`config.mk`:
```
export PLATFORM = sky130hd
export DESIGN_NAME = perf_counter_bank
export DESIGN_NICKNAME = d
export VERILOG_FILES = /design/src/rtl/perf_counter_bank.sv
export SDC_FILE = /design/constraint.sdc
export NUM_CORES = 1
export LEC_CHECK = 0
export CORE_UTILIZATION = 55
export DETAILED_ROUTE_END_ITERATION = 10
export PLACE_DENSITY_LB_ADDON = 0.1
export SETUP_SLACK_MARGIN = 0.15
export SYNTH_ARGS = -nofsm -noshare
export SYNTH_HDL_FRONTEND = slang
export SYNTH_SLANG_ARGS = --single-unit
export TNS_END_PERCENT = 50
```
`constraint.sdc`:
```
create_clock -name i_clk -period 2.3 [get_ports i_clk]
set_input_delay 0.23 -clock i_clk [delete_from_list [all_inputs] [get_ports i_clk]]
set_output_delay 0.23 -clock i_clk [all_outputs]
set_load 0.05 [all_outputs]
```
`src/rtl/perf_counter_bank.sv`:
```
// perf_counter_bank: event counters plus a 64-bit cycle counter, read over the
// single-outstanding perf read bus with a fixed stall/ack sequence.
module perf_counter_bank #(
  parameter int unsigned NCOUNT      = 8,
  parameter int unsigned CW          = 32,
  parameter bit          ENABLE_PERF = 1'b1
) (
  input  logic              i_clk,
  input  logic              i_reset,
  input  logic [NCOUNT-1:0] i_events,
  input  logic              i_clear,
  input  logic              perf_stb,
  input  logic [7:0]        perf_addr,
  output logic              perf_stall,
  output logic              perf_ack,
  output logic [31:0]       perf_data
);

  typedef enum logic [1:0] {S_IDLE, S_CAPT, S_ACK} state_t;

  localparam logic [31:0] ID_WORD = {16'h5043, 8'(NCOUNT), 8'(CW)};

  state_t        state_q, state_d;
  logic          accept;
  logic [CW-1:0] ev_cnt [NCOUNT];
  logic [63:0]   cyc_cnt;
  logic [31:0]   hi_shadow;
  logic [31:0]   rd_mux;
  logic [31:0]   snap_q;

  assign accept = perf_stb && (state_q == S_IDLE);

  generate
    if (ENABLE_PERF) begin : g_perf
      // Event counters: clear wins over a simultaneous event, wrap on overflow.
      always_ff @(posedge i_clk) begin
        for (int unsigned k = 0; k < NCOUNT; k++) begin
          if (i_reset || i_clear) ev_cnt[k] <= '0;
          else                    ev_cnt[k] <= ev_cnt[k] + CW'(i_events[k]);
        end
      end

      // Free-running 64-bit cycle counter.
      always_ff @(posedge i_clk) begin
        if (i_reset || i_clear) cyc_cnt <= '0;
        else                    cyc_cnt <= cyc_cnt + 64'd1;
      end

      // Upper half latched alongside every low-half read so 0x41 is coherent.
      always_ff @(posedge i_clk) begin
        if (i_reset)                         hi_shadow <= '0;
        else if (accept && perf_addr == 8'h40) hi_shadow <= cyc_cnt[63:32];
      end
    end else begin : g_noperf
      // Counters removed; everything reads as zero.
      always_comb begin
        cyc_cnt   = '0;
        hi_shadow = '0;
        for (int unsigned k = 0; k < NCOUNT; k++) ev_cnt[k] = '0;
      end
    end
  endgenerate

  // Address decode of the live counter values.
  always_comb begin
    rd_mux = '0;
    if (ENABLE_PERF) begin
      for (int unsigned k = 0; k < NCOUNT; k++) begin
        if (perf_addr == 8'(k)) rd_mux = 32'(ev_cnt[k]);
      end
      case (perf_addr)
        8'h40:   rd_mux = cyc_cnt[31:0];
        8'h41:   rd_mux = hi_shadow;
        8'h42:   rd_mux = ID_WORD;
        default: ;
      endcase
    end
  end

  // Read data snapshot. The mux is sampled at the accept edge rather than a
  // cycle later so the returned value excludes increments after cycle T; the
  // snapshot is simply held until the ack cycle.
  always_ff @(posedge i_clk) begin
    if (i_reset)     snap_q <= '0;
    else if (accept) snap_q <= rd_mux;
  end

  // Handshake state register.
  always_ff @(posedge i_clk) begin
    if (i_reset) state_q <= S_IDLE;
    else         state_q <= state_d;
  end

  // Handshake sequencing: accept -> capture -> ack -> idle.
  always_comb begin
    state_d = state_q;
    case (state_q)
      S_IDLE:  if (perf_stb) state_d = S_CAPT;
      S_CAPT:  state_d = S_ACK;
      S_ACK:   state_d = S_IDLE;
      default: state_d = S_IDLE;
    endcase
  end

  // Bus outputs decoded from the registered state.
  always_comb begin
    perf_stall = (state_q != S_IDLE);
    perf_ack   = (state_q == S_ACK);
    perf_data  = perf_ack ? snap_q : '0;
  end

endmodule

```
==> results by group <==
Outcome
  – Status: complete, no violations

Critical path
  – Crit start category: flip-flop
  – Critical Path RT: 2.76 ns
  – Critical path's slowest cell: or4_4
  – CP Capture Type: flip-flop
  – Reg-to-reg setup timing slack: 0.22 ns
  – Worst endpoint data arrival time: 2.53 ns
  – Reg2reg start: ev_cnt[0][96]$_SDFF_PP0_
  – Worst Setup SP: ev_cnt[0][96]$_SDFF_PP0_
  – Worst-path cell chain: ha_1, ha_1, nand2_1, or4_4, buf_4, nor3b_1, xnor2_1, nor2_1
  – CP Class: reg -> reg
  – Critical Path Max Stage Delay: 0.47 ns
  – Most common cell on crit path: ha_1
  – Crit Path Max Fanout: 6

Synthesis
  – Seq/Total Area, Yosys: 0.399
  – Post-Synth Adder-Cell Area: 0.0110
  – Compound-gate portion of the synthesized area: 0.0889
  – Mapped Nets: 2267
  – Post-synthesis cell area: 19400 sq um
  – Post-Synth XOR/XNOR Area: 0.110
  – Count of cell types in the netlist: 65
  – Synthesized instance count: 2230
  – Post-synthesis register bit count: 386
  – Top_reg_cell synth: dfxtp_1
  – Avg Cell Area, Syn: just under 9 sq um
  – Ys Warns: 0
  – Largest family of logic cells by synthesized area: simple AND/OR/NAND/NOR gates
  – Number of synthesized flops with an enable pin: 0
  – Post-Synth Simple-Gate Area: 0.288
  – Async S/R FF share, synth: 0
  – Proportion of synthesized area in mux cells: 0.0716

CTS
  – Post-CTS Hold Buffers: 0
  – TritonCTS clock tree: built
  – Worst-path clk slew: 0.06 ns
  – Max H-tree Level: 2
  – Clk_lat worst skew: 0.57 ns
  – Number of clock buffers inserted by TritonCTS: 43
  – Root Buffer: clkbuf_16
  – Bufs on Longest Clock Path: 3
  – Clock Sinks: 386

Die
  – # rows: 68
  – Core Area: 34600 sq um
  – Starting Density: 0.560
  – Chip Height: 190 um
  – Top-Level Pins: 54
  – Die Span X: 190 um
  – Full die area: 36000 sq um

Route
  – Post-DRT Antenna Nets: 0
  – Vias per cell: roughly 6
  – Avg WL per Cell: 20.1 um
  – DR pass1 iterations: 5
  – Routed wire length: 57.1 mm
  – 1st-iter DRT viols: 1607
  – Vias: 17248
  – Drt drc: 0

Timing
  – Tightest Pin Transition: 0.782 ns
  – Final Hold Viols: 0
  – Clock skew: 0.0146 ns
  – Final setup viols: 0
  – Fmax: 482 MHz
  – RSZ-0062 raised after global routing: yes
  – Period minus WS final: just over 2 ns
  – Pins Over Slew Limit: 0
  – Max-slew headroom: 0.479
  – Hold_ws: roughly 0.2 ns
  – Final Cycle Share: 0.903

Placement
  – I/O Buffers: 53
  – Post-DP HPWL: approximately 42 mm
  – Routability Congestion: 0.920
  – Placed inst area: 21500 sq um

Global routing
  – GRT overflow: 0
  – GRT Util Overall: 0.320
  – First-pass GRT wire length: 90.2 mm
  – Initial antenna violation count: 2
  – Largest net degree at the start of global routing: 68
  – Vias in the first global route: 16227

Finish
  – Fin area: 23100 sq um
  – Share of cells above drive strength 1: 0.164
  – N_diodes: 0
  – Area Overhead vs Synth: 19.0%
  – Area of the multi-input gates: 11100 sq um
  – Filler cell count: 2848
  – Sequential Area: 7740 sq um
  – Final Net Count: roughly 2400
  – Final core occ: 0.666

Pwr
  – PD cells: 628 nW/um^2
  – VDD IR max: 0.658 mV
  – Lkg Pwr: about 8 nW

Min path
  – Worst Hold Class: in -> reg
  – Hold Path Origin: i_reset

Job
  – Max Cap Viol: 0
==> cell type report <==
class                   count  area share
clock buffers              61      0.0545
clock inverters            16     0.00732
inverters                  30     0.00488
multi-input cells        1694       0.481
flip-flops and latches    386       0.336
well taps                 455      0.0247
repair buffers            202      0.0917
==> logic make-up (layout without fill, tap and decap cells) <==
group	Yosys count	after routing
compound gates	263	263
xor+xnor	244	244
fa+ha+maj	17	17
buf+inv	150	309
flops	386	386
mux	98	98
simple gates	1072	1072
==> where the power goes <==
part           switching, mW  leakage, nW  internal [mW]
combinational          0.457         4.14          0.274
clock                   2.84        0.694           4.14
sequential            0.0394         3.12           6.74
==> registers in the layout (all words and copies together), names as in the netlist <==
register / flops
cyc_cnt: 64
snap_q: 32
ev_cnt: 256
hi_shadow: 32
state_q: 2
==> per-stage QoR <==
stage	total power, mW	setup slack [ns]	cells	TNS (ns)
final	14.5	0.223	2844	0
after global routing	14.9	0.108	2844	0
after CTS	14.6	0.123	2841	0
after detailed placement	7.64	-0.192	2764	-1.02
after global placement	7.63	-0.116	2764	-0.673
after floorplan	7.32	0.293	2230	0
==> cell usage after synthesis (all sizes together) (3+ instances only) <==
| cell | number | area share |
|---|---|---|
| a221o | 6 | 0.0031 |
| o31ai | 12 | 0.0046 |
| a22o | 7 | 0.0032 |
| or2 | 6 | 0.0019 |
| a21o | 4 | 0.0015 |
| a211o | 4 | 0.0018 |
| nand3 | 106 | 0.027 |
| nor2 | 319 | 0.062 |
| mux2 | 43 | 0.025 |
| dfxtp | 386 | 0.40 |
| nor3b | 5 | 0.0019 |
| inv | 30 | 0.0058 |
| a2bb2oi | 4 | 0.0018 |
| xor2 | 135 | 0.061 |
| clkbuf | 83 | 0.016 |
| a311oi | 14 | 0.0063 |
| nor2b | 7 | 0.0023 |
| o22ai | 7 | 0.0023 |
| ha | 17 | 0.011 |
| xnor2 | 109 | 0.049 |
| a221oi | 29 | 0.013 |
| and4 | 24 | 0.011 |
| mux2i | 27 | 0.014 |
| mux4 | 28 | 0.033 |
| or4 | 22 | 0.0091 |
| o21a | 3 | 0.0012 |
| and3 | 45 | 0.015 |
| or3 | 36 | 0.012 |
| nand2 | 210 | 0.041 |
| a41o | 3 | 0.0015 |
| nand4 | 94 | 0.034 |
| a22oi | 4 | 0.0015 |
| o211ai | 13 | 0.0050 |
| a31oi | 7 | 0.0023 |
| a32o | 4 | 0.0021 |
| nand2b | 6 | 0.0019 |
| o21ai | 45 | 0.012 |
| nor4 | 53 | 0.024 |
| and2 | 69 | 0.022 |
| a21oi | 92 | 0.024 |
| nor3 | 64 | 0.018 |
| buf | 37 | 0.010 |
==> placed cells by master, fill, tap and decap left out, drive strengths merged, types with 8 or more instances in the layout <==
cell / count
clkbuf: 61
nand4: 94
or3: 36
o31ai: 12
mux2i: 27
nand2: 210
nor3: 64
mux2: 43
nor4: 53
clkdlybuf4s50: 16
a221oi: 29
buf: 186
xnor2: 109
or4: 22
a311oi: 14
and3: 45
a21oi: 92
and2: 69
inv: 31
xor2: 135
mux4: 28
clkinv: 8
dfxtp: 386
ha: 17
nand3: 106
nor2: 319
and4: 24
o21ai: 45
o211ai: 13
==> path summary, 6_finish.rpt <==
kind / end / cells past startpoint
min reg2reg: hi_shadow[2]$_SDFFE_PP0P_ / 2
min: cyc_cnt[57]$_SDFF_PP0_ / 4
max: ev_cnt[0][118]$_SDFF_PP0_ / 8
max reg2reg: ev_cnt[0][118]$_SDFF_PP0_ / 8
==> worst max-delay path: cells and delay by family (launching register included) <==
family                   cells  cell delay [ns]
AND/OR/NAND/NOR              4             0.89
flip-flops                   1             0.39
adder cells (fa/ha/maj)      2             0.35
buffers and inverters        1             0.17
XOR/XNOR                     1             0.17
==> per-layer routing <==
layer	vias to the layer above	global-route usage	routed length, um
met5	-	0	0
met4	0	0.116	1780
met3	100	0.0448	3860
met2	609	0.506	25800
met1	8347	0.445	25600
li1	8192	-	-
==> repair_timing <==
item	CTS	global route
setup buffers	0	3
pin swaps	0	3
resized for setup	3	23
setup endpoints to repair	13	47
Power figures use the tool's default switching activity.
